**config.mk**
```make
export PLATFORM = sky130hd
export DESIGN_NAME = pending_priority_encoder_flat
export DESIGN_NICKNAME = d
export VERILOG_FILES = /design/src/rtl/pending_priority_encoder_if.sv /design/src/rtl/pending_priority_encoder.sv /design/src/flat_wrapper.sv
export SDC_FILE = /design/constraint.sdc
export NUM_CORES = 1
export LEC_CHECK = 0
export ABC_CLOCK_PERIOD_IN_PS = 7700
export CORE_UTILIZATION = 47
export DETAILED_ROUTE_END_ITERATION = 6
export PLACE_DENSITY = 0.8
export SETUP_SLACK_MARGIN = 0.2
export SYNTH_ARGS = -nofsm -noshare
export SYNTH_HDL_FRONTEND = slang
export SYNTH_SLANG_ARGS = --single-unit
```
**constraint.sdc**
```tcl
create_clock -name clk -period 7.7 [get_ports clk]
set_input_delay 1.54 -clock clk [delete_from_list [all_inputs] [get_ports clk]]
set_output_delay 1.54 -clock clk [all_outputs]
set_load 0.01 [all_outputs]
```
**src/rtl/pending_priority_encoder_if.sv**
```systemverilog
// Request/withdraw inputs and the one-at-a-time valid/ready output channel
// of the pending priority encoder.
interface pending_priority_encoder_if #(
  parameter int N = 8
) ();
  localparam int W = $clog2(N);

  logic [N-1:0] req;
  logic [N-1:0] clr;
  logic         out_valid;
  logic [W-1:0] out_idx;
  logic         out_ready;
  logic [N-1:0] pending;
  logic [W:0]   pend_cnt;

  modport master (
    input  req, clr, out_ready,
    output out_valid, out_idx, pending, pend_cnt
  );

  modport slave (
    output req, clr, out_ready,
    input  out_valid, out_idx, pending, pend_cnt
  );
endinterface

```
**src/rtl/pending_priority_encoder.sv**
```systemverilog
// Sticky pending register feeding a registered valid/ready index presenter,
// fixed-priority (highest index wins) or round-robin.
module pending_priority_encoder #(
  parameter int N       = 8,
  parameter int RR_MODE = 0
) (
  input logic                        clk,
  input logic                        rst,
  pending_priority_encoder_if.master bus
);
  localparam int W = $clog2(N);
  localparam logic [W-1:0] TOP_IDX = W'(N - 1);

  if (N < 2 || N > 64) begin : g_bad_n
    $error("pending_priority_encoder: N must be in 2..64");
  end

  function automatic logic [W:0] popcount(input logic [N-1:0] v);
    logic [W:0] c;
    c = {(W+1){1'b0}};
    for (int i = 0; i < N; i++) begin
      c = c + {{W{1'b0}}, v[i]};
    end
    return c;
  endfunction

  logic [N-1:0] pending_r;
  logic [W:0]   pend_cnt_r;
  logic         out_valid_r;
  logic [W-1:0] out_idx_r;
  logic [W-1:0] rr_top_r;

  logic [N-1:0] pending_next_s;
  logic         xfer_s;
  logic         clr_hit_s;
  logic         load_s;
  logic [W-1:0] rr_top_next_s;
  logic         sel_valid_s;
  logic [W-1:0] sel_idx_s;

  assign xfer_s = out_valid_r & bus.out_ready;
  assign load_s = ~out_valid_r | xfer_s | clr_hit_s;

  // Per-bit pending update: clr beats req, req beats the grant clear.
  always_comb begin
    pending_next_s = pending_r;
    for (int i = 0; i < N; i++) begin
      if (bus.clr[i]) begin
        pending_next_s[i] = 1'b0;
      end else if (bus.req[i]) begin
        pending_next_s[i] = 1'b1;
      end else if (xfer_s && (out_idx_r == W'(i))) begin
        pending_next_s[i] = 1'b0;
      end else begin
        pending_next_s[i] = pending_r[i];
      end
    end
  end

  // A withdraw of the presented index forces a reload even while stalled.
  always_comb begin
    clr_hit_s = 1'b0;
    for (int i = 0; i < N; i++) begin
      if (bus.clr[i] && (out_idx_r == W'(i))) begin
        clr_hit_s = out_valid_r;
      end else begin
        clr_hit_s = clr_hit_s;
      end
    end
  end

  // Round-robin pointer moves just below the index being transferred.
  always_comb begin
    if ((RR_MODE != 0) && xfer_s) begin
      rr_top_next_s = (out_idx_r == {W{1'b0}}) ? TOP_IDX : (out_idx_r - W'(1));
    end else begin
      rr_top_next_s = rr_top_r;
    end
  end

  // Selection over the post-update vector; later loop hits win.
  always_comb begin
    int cand;
    sel_valid_s = 1'b0;
    sel_idx_s   = {W{1'b0}};
    cand        = 0;
    if (RR_MODE == 0) begin
      for (int i = 0; i < N; i++) begin
        if (pending_next_s[i]) begin
          sel_valid_s = 1'b1;
          sel_idx_s   = W'(i);
        end else begin
          sel_valid_s = sel_valid_s;
        end
      end
    end else begin
      // Walk distances far-to-near so the bit closest below rr_top wins.
      for (int d = N - 1; d >= 0; d--) begin
        cand = int'(rr_top_next_s) - d;
        if (cand < 0) begin
          cand = cand + N;
        end else begin
          cand = cand;
        end
        if (pending_next_s[cand]) begin
          sel_valid_s = 1'b1;
          sel_idx_s   = W'(cand);
        end else begin
          sel_valid_s = sel_valid_s;
        end
      end
    end
  end

  // State registers; the presented index is held through a stall.
  always_ff @(posedge clk) begin
    if (rst) begin
      pending_r   <= {N{1'b0}};
      pend_cnt_r  <= {(W+1){1'b0}};
      out_valid_r <= 1'b0;
      out_idx_r   <= {W{1'b0}};
      rr_top_r    <= TOP_IDX;
    end else begin
      pending_r  <= pending_next_s;
      pend_cnt_r <= popcount(pending_next_s);
      rr_top_r   <= rr_top_next_s;
      if (load_s) begin
        out_valid_r <= sel_valid_s;
        out_idx_r   <= sel_idx_s;
      end else begin
        out_valid_r <= out_valid_r;
        out_idx_r   <= out_idx_r;
      end
    end
  end

  assign bus.out_valid = out_valid_r;
  assign bus.out_idx   = out_idx_r;
  assign bus.pending   = pending_r;
  assign bus.pend_cnt  = pend_cnt_r;
endmodule

```
**src/flat_wrapper.sv**
```systemverilog
// flat-port wrapper written by rule: the top's interface ports become plain ports
module pending_priority_encoder_flat 
#(
  parameter int N       = 8,
  parameter int RR_MODE = 0
)
  (clk, rst, bus_req, bus_clr, bus_out_ready, bus_out_valid, bus_out_idx, bus_pending, bus_pend_cnt);
  pending_priority_encoder_if #(.N(N)) bus_i ();
  input logic clk;
  input logic rst;
  input wire logic [$bits(bus_i.req)-1:0] bus_req;
  input wire logic [$bits(bus_i.clr)-1:0] bus_clr;
  input wire logic [$bits(bus_i.out_ready)-1:0] bus_out_ready;
  output wire logic [$bits(bus_i.out_valid)-1:0] bus_out_valid;
  output wire logic [$bits(bus_i.out_idx)-1:0] bus_out_idx;
  output wire logic [$bits(bus_i.pending)-1:0] bus_pending;
  output wire logic [$bits(bus_i.pend_cnt)-1:0] bus_pend_cnt;
  assign bus_i.req = bus_req;
  assign bus_i.clr = bus_clr;
  assign bus_i.out_ready = bus_out_ready;
  assign bus_out_valid = bus_i.out_valid;
  assign bus_out_idx = bus_i.out_idx;
  assign bus_pending = bus_i.pending;
  assign bus_pend_cnt = bus_i.pend_cnt;
  pending_priority_encoder #(.N(N), .RR_MODE(RR_MODE)) u_core (.clk(clk), .rst(rst), .bus(bus_i));
endmodule
```
* After elaboration in Yosys (flattened, before gate mapping)
Cells that the tools add are included.
Word-level totals: word-level logic and storage cells 86, flip-flop bits (word level) 16, output and inout port bits 16
Cells by class: equal/unequal tests 7, add/subtract/negate cells 7, bitwise operators 4, muxes and demuxes 47, reductions and logical operators 17
Operator list (number):
- 1-bit 2-to-1 mux | 41
- 4-bit by 1-bit adder with 4-bit output | 6
- 1-bit logical AND | 16
- 3-bit == test (second input constant) | 4
- 3-bit 2-to-1 mux | 4
- 3-bit by 2-bit == test with 1-bit output (second input constant) | 2
- 2-bit 2-to-1 mux | 2
- 3-bit by 1-bit == test with 1-bit output (second input constant) | 1
- 3-bit logical NOT | 1
- 1-bit by 1-bit adder with 2-bit output | 1
- 1-bit OR | 2
- 1-bit AND | 1
- 1-bit NOT | 1

* Longest topological paths before layout
Gate-level depths: netlist (run 1).
depth in word-level cells 13, gate-level depth with buffers 14

* Worst setup path before layout (run 1)
Ideal clock, no wire load.
kind input-to-reg, start in bus_req[1], end reg u_core.pend_cnt_r[1], in the netlist u_core.bus.pend_cnt[1], stages 11, path slack 3423 ps, path buffers 0, setup time 67 ps, data arrival time 4211 ps, required time 7633 ps, cells stage by stage or3b_1 o221ai_2 ha_1 inv_1 fa_1 inv_1 fa_1 fa_1 inv_1 fa_1 nor2_1
Between the ends: cells in the longest elaborated chain, start to end 9
RTL lines:
- start, declared | RTL line flat_wrapper.sv:11 | input wire logic [$bits(bus_i.req)-1:0] bus_req;
- 1-bit 2-to-1 mux | RTL line pending_priority_encoder.sv:50 | end else if (bus.req[i]) begin
- 1-bit 2-to-1 mux | RTL line pending_priority_encoder.sv:48 | if (bus.clr[i]) begin
- 1-bit by 1-bit adder with 2-bit output | RTL line pending_priority_encoder.sv:22 | c = c + {{W{1'b0}}, v[i]};
- 4-bit by 1-bit adder with 4-bit output (6 in series) | RTL line pending_priority_encoder.sv:22
- end signal, assigned | RTL line pending_priority_encoder.sv:119 | pend_cnt_r <= {(W+1){1'b0}};
- end signal, assigned | RTL line pending_priority_encoder.sv:125 | pend_cnt_r <= popcount(pending_next_s);
- end, declared | RTL line pending_priority_encoder.sv:28 | logic [W:0] pend_cnt_r;
No other way between the ends. A chain may end at the register's enable or synchronous reset.

* Final worst setup path (run 1)
start in bus_out_ready, end reg u_core.pend_cnt_r[1], in the netlist u_core.bus.pend_cnt[1]
Between the ends: cells in the longest elaborated chain, start to end 12
RTL lines:
- start, declared | RTL line flat_wrapper.sv:13 | input wire logic [$bits(bus_i.out_ready)-1:0] bus_out_ready;
- 1-bit AND (*) | RTL line pending_priority_encoder.sv:41 | assign xfer_s = out_valid_r & bus.out_ready;
- 1-bit logical AND | RTL line pending_priority_encoder.sv:52 | end else if (xfer_s && (out_idx_r == W'(i))) begin
- 1-bit 2-to-1 mux | RTL line pending_priority_encoder.sv:52
- 1-bit 2-to-1 mux | RTL line pending_priority_encoder.sv:50
- 1-bit 2-to-1 mux | RTL line pending_priority_encoder.sv:48
- 1-bit by 1-bit adder with 2-bit output | RTL line pending_priority_encoder.sv:22
- 4-bit by 1-bit adder with 4-bit output (5 in series) | RTL line pending_priority_encoder.sv:22
- 4-bit by 1-bit adder with 4-bit output (*) | RTL line pending_priority_encoder.sv:22
Mark *: on every way between the ends. The rest lies on a longest branch, timed or not.

==> results_dict.tcl, run 1 <==
set metrics [dict create \
    clock_latency_ns 0.29 \
    cts_buffers 3 \
    drt_iter0_drc 23 \
    vias 894 \
    synth_seq_cells 16 \
    cts_setup_buffers 0 \
    post-synth-top-count-cell "nor2_1" \
    fin_tns_setup_ns 0 \
    dieWidth_um 47.3 \
    grt_pass1_vias 778 \
    top_layer "met4" \
    grt_pass1_wl_um 3330 \
    yosysTopAreaCell "dfxtp_1" \
    reg2reg_depth 11 \
    num_io_pins 35 \
    drt_wl_total_um 2280 \
    cts_resized 0 \
    skew_ns 0.00209 \
    ant_nets 0 \
    drive_above_1_share_pct 7.97 \
    power.total_mw 0.234 \
    outcome "finished clean" \
    setup_viol 0 \
    ys_dominant_reg_cell "dfxtp_1" \
    drv_cap 0 \
    track_usage_pct 21.6 \
    initial_core_util_pct 49.7 \
    combPwrFrac_pct 32.6 \
    grt_antenna_before_repair 0 \
    fmax_ghz 0.213 \
    antennaDiodeCount 0 \
    cp.required_ns 7.93 \
    coreArea_sq_um 1940 \
    slew_viol_final 0 \
    syn_nets 131 \
    met2_length_um 1110 \
    r2r_setup_slack_ns 4.14 \
    synth_top_family_by_area "compound AO/OA/AOI/OAI gates" \
    leakagePower_nw 0.575 \
    clock-sinks 16 \
    routabilityCongestion 0.876 \
    holdPathStages 2 \
    timing.slew.headroom_pct 57.5 \
    drc_errors 0 \
    cts-htree-levels 1 \
    crit_fanout 4 \
    start_kind "primary input" \
    yosysTopAreaCellShare_pct 33.2 \
    syn-cell-area_sq_um 965 \
    hp-start "u_core.bus.pending[1]" \
    synth_compound_area_share_pct 21.9 \
    switchingPower_mw 0.0725 \
    worst-setup-path-type "primary input to register" \
    cp.arrival_ns 4.93 \
    clock_path_buffers 2 \
    syn_avg_cell_area_sq_um 9.28 \
    endpoint_kind "register" \
    p_clk_share_pct 24.6 \
    synth_cell_types 38 \
    cts_tree "yes" \
    syn_to_final_growth_pct 40.1 \
    dieArea_sq_um 2240 \
    hold_end "u_core.bus.pending[1]" \
    hold_violations 0 \
    grt-ovfl-total 0 \
    yosys.area_share.simple_pct 20.5 \
    drt_first_pass_iters 4 \
    timing.rr.start "u_core.bus.out_idx[0]" \
    met3_length_um 114 \
    fp.dieH_um 47.3 \
    synthMuxAreaShare_pct 2.08 \
    synthArstFlopShare_pct 0 \
    p_sw_share_pct 30.9 \
    syn_inst 104 \
    synthXorXnorAreaFrac_pct 0.908 \
    cts_root_buffer "clkbuf_4" \
    p_int_mw 0.162 \
    synth_fa_ha_area_share_pct 13.5 \
    yosysWarnings 0 \
    clk_pin_slew_ns 0.10 \
    post_drt_wl_per_cell_um 13.8 \
    hold_buffers 0 \
    tightest_slew_ns 0.636 \
    p_seq_share_pct 42.8 \
    via_per_inst 5.42 \
    grt_max_degree 17 \
    r2r-end "u_core.bus.pend_cnt[1]" \
    synthTopCellsByArea "dfxtp_1 33%, fa_1 8.3%, nor2_1 6.6%" \
    powerDensity_nw_per_um2 173 \
    fin_util_pct 69.6 \
    rsz0062_at_grt "no" \
    final_nets 166 \
    hold_path.class "register to register" \
    peakVddDrop_mv 0.116 \
    rows 16 \
    synth_edf_count 0 \
    hpwl_um 1750 \
    io_buffers 34 \
    fill_cells 165 \
    ys_seq_area_share_pct 33.2 \
    post-route-min-period_ns 4.70 \
    fin_crit_sh_pct 61.1 \
    wl_met1_um 1010 \
    synth_common_cells "17 x nor2_1, 16 x dfxtp_1, 13 x inv_1" \
]
metal layers:
metal / GRT usage [%] / vias to the layer above
li1: - / 433
met1: 27.3 / 418
met2: 37.5 / 36
met3: 2.31 / 7
met4: 8.57 / 0
met5: 0 / -
worst max-delay path by stage:
stage	from	endpoint	slack, ns
detailed placement	bus_out_ready	u_core.bus.pend_cnt[1]	2.68
floorplan	bus_req[1]	u_core.bus.pend_cnt[1]	3.42
global route	bus_out_ready	u_core.bus.pend_cnt[1]	2.80
CTS	bus_out_ready	u_core.bus.pend_cnt[1]	2.97
global placement	bus_out_ready	u_core.bus.pend_cnt[1]	2.78
finish	bus_out_ready	u_core.bus.pend_cnt[1]	3.00
power groups by stage:
stage,Sequential [mW],Clock [mW],Combinational [mW]
2_1_floorplan,0.101,0,0.0431
3_3_place_gp,0.102,0,0.0749
3_5_place_dp,0.102,0,0.0765
4_1_cts,0.100,0.0577,0.0772
5_1_grt,0.102,0.0615,0.0846
6_report,0.100,0.0576,0.0764
worst max-delay path: stages:
cell and delay, ns:
clkdlybuf4s50_1 0.55, nand3b_4 0.12, o31a_1 0.25, o21bai_1 0.26, ha_1 0.28, inv_1 0.06, fa_1 0.40, inv_1 0.08
fa_1 0.42, fa_1 0.39, inv_1 0.07, fa_1 0.40, nor2_1 0.10
logic make-up after synthesis:
family,after synthesis
adder cells (fa/ha/maj),8
XOR/XNOR,1
multiplexers,2
buffers and inverters,18
AO/OA/AOI/OAI,23
flip-flops,16
AND/OR/NAND/NOR,36
flip-flops by register name, indices dropped and copies added, names as in the netlist:
register and cells:
u_core.bus.pend_cnt 4, u_core.bus.pending 8, u_core.bus.out_idx 3, u_core.bus.out_valid 1
stage by stage:
stage / hold WS [ns] / cells / area [sq um] / setup WS (ns)
after global routing: 0.688 / 165 / 1350 / 2.80
after detailed placement: 0.617 / 161 / 1320 / 2.68
after global placement: 0.613 / 161 / 1320 / 2.78
after CTS: 0.641 / 165 / 1350 / 2.97
after floorplan: 0.630 / 104 / 965 / 3.42
final: 0.644 / 165 / 1350 / 3.00
layout by cell type (no fill, tap or decap), drive strengths merged, types with 3 or more instances in the layout:
cell / count
o221ai: 3
fa: 4
inv: 13
nand2: 4
nor2: 17
ha: 4
clkbuf: 4
a211oi: 5
nor3b: 3
nor2b: 3
a211o: 3
dfxtp: 16
clkdlybuf4s50: 34
final cells by class:
cell class              count  area, sq um  share of cell area (%)
well taps                  27         33.8                    2.50
clock buffers               4         36.3                    2.69
repair buffers             34          340                    25.2
flip-flops and latches     16          320                    23.7
multi-input cells          70          568                    42.0
inverters                  14         52.6                    3.89
No activity file was read; power rests on OpenSTA's default activity.
==> run 2, diff against run 1 <==
ABC_CLOCK_PERIOD_IN_PS = 3780   (was 7700)
CORE_UTILIZATION = 39   (was 47)
PLACE_DENSITY = 0.7   (was 0.8)
clock period = 3.78 ns   (was 7.7 ns; I/O delays follow)
==> results_dict.tcl, run 2 (synthesis results as in run 1) <==
set metrics [dict create \
    fin_crit_sh_pct 90.3 \
    mostFrequentLayoutCells "32 x clkdlybuf4s50_1, 17 x nor2_1, 16 x buf_4, 16 x dfxtp_1, 12 x inv_1" \
    cp.arrival_ns 3.64 \
    drt_wl_total_um 2570 \
    timing.slew.headroom_pct 60.0 \
    leakagePower_nw 0.644 \
    skew_ns 0.0158 \
    dp.cells 175 \
    drc_errors 0 \
    fp.dieH_um 51.7 \
    vias 959 \
    cts_tree "yes" \
    tightest_slew_ns 0.598 \
    syn_to_final_growth_pct 51.6 \
    rsz0062_at_grt "no" \
    fin_util_pct 64.3 \
    antennaDiodeCount 0 \
    post-route-min-period_ns 3.41 \
    cts_root_buffer "clkbuf_4" \
    drv_cap 0 \
    drt_iter0_drc 26 \
    final_nets 182 \
    hold_path.class "register to register" \
    stdcell_area_sq_um 1460 \
    drt_first_pass_iters 4 \
    dpl_cell_area_sq_um 1410 \
    clock_path_buffers 2 \
    clock_latency_ns 0.31 \
    routabilityCongestion 0.852 \
    start_kind "primary input" \
    grt_max_degree 17 \
    track_usage_pct 22.5 \
    fmax_ghz 0.293 \
    io_buffers 34 \
    endpoint_kind "register" \
    pre_cts_ws_ns -0.308 \
    cp.required_ns 4.01 \
    initial_core_util_pct 42.4 \
    crit_fanout 2 \
    grt_antenna_before_repair 0 \
    post_drt_wl_per_cell_um 14.2 \
    rows 17 \
    fin_ws_ns 0.365 \
    dieArea_sq_um 2680 \
    via_per_inst 5.30 \
    dieWidth_um 51.7 \
    hold_violations 0 \
    grt_pass1_vias 939 \
    grt_pass1_wl_um 4310 \
    power.total_mw 0.476 \
    powerDensity_nw_per_um2 325 \
    hpwl_um 2010 \
    slew_viol_final 0 \
    fin_cells 181 \
    cts_buffers 3 \
    cts-htree-levels 1 \
    clk_pin_slew_ns 0.08 \
    final_common_cell "clkdlybuf4s50_1" \
    peakVddDrop_mv 0.231 \
    largest_reg_flops 8 \
    num_io_pins 35 \
    drive_above_1_share_pct 19.0 \
    clock-sinks 16 \
    grt-ovfl-total 0 \
    ant_nets 0 \
    coreArea_sq_um 2280 \
    outcome "finished clean" \
    worst-setup-path-type "primary input to register" \
    setup_viol 0 \
]
-- run 2: where the power goes --
| part | total (mW) | internal (mW) | leakage, nW | switching [mW] |
|---|---|---|---|---|
| clock | 0.0959 | 0.0372 | 0.0138 | 0.0586 |
| combinational | 0.183 | 0.0999 | 0.498 | 0.0827 |
| sequential | 0.198 | 0.185 | 0.132 | 0.0121 |
| total | 0.476 | 0.323 | 0.644 | 0.153 |
-- run 2: layout make-up --
| type | count | area, sq um |
|---|---|---|
| fillers | 190 | 813 |
| multi-input cells | 70 | 574 |
| repair buffers | 50 | 458 |
| flip-flops and latches | 16 | 320 |
| inverters | 14 | 52.6 |
| well taps | 28 | 35.0 |
| clock buffers | 3 | 22.5 |
-- run 2: per-stage QoR --
stage / setup TNS, ns / hold slack (ns)
final: 0 / 0.674
after global routing: 0 / 0.740
after CTS: 0 / 0.677
after detailed placement: -0.591 / 0.665
after global placement: -0.418 / 0.654
after floorplan: 0 / 0.630
-- run 2: worst max-delay path: stages --
cell and delay [ns]:
dlygate4sd2_1 0.24, or3b_1 0.38, o221ai_2 0.16, ha_1 0.26, inv_1 0.06, fa_1 0.40, inv_1 0.07, fa_1 0.42
fa_2 0.36, inv_2 0.06, fa_1 0.39, nor2_1 0.08
-- run 2: repair_timing --
item,4_1_cts,5_1_grt
resized for setup,4,1
hold buffers,0,0
pin swaps,7,3
setup buffers,2,1
endpoints found under the setup margin,2,2
-- run 2: final timing paths --
| kind | cells past startpoint | end | slack (ns) | from |
|---|---|---|---|---|
| max | 12 | u_core.bus.pend_cnt[1] | 0.37 | bus_req[1] |
| min | 3 | u_core.bus.out_idx[2] | 0.67 | u_core.bus.out_idx[2] |
| max reg2reg | 11 | u_core.bus.pend_cnt[1] | 0.53 | u_core.bus.out_idx[0] |
| min reg2reg | 3 | u_core.bus.out_idx[2] | 0.67 | u_core.bus.out_idx[2] |
-- run 2: routing by layer --
layer / track usage [%] / share of wire (%) / routed length (um)
met5: 0 / 0 / 0
met4: 11.3 / 1.5 / 38
met3: 4.09 / 4.4 / 112
met2: 36.4 / 50 / 1280
met1: 28.5 / 45 / 1150
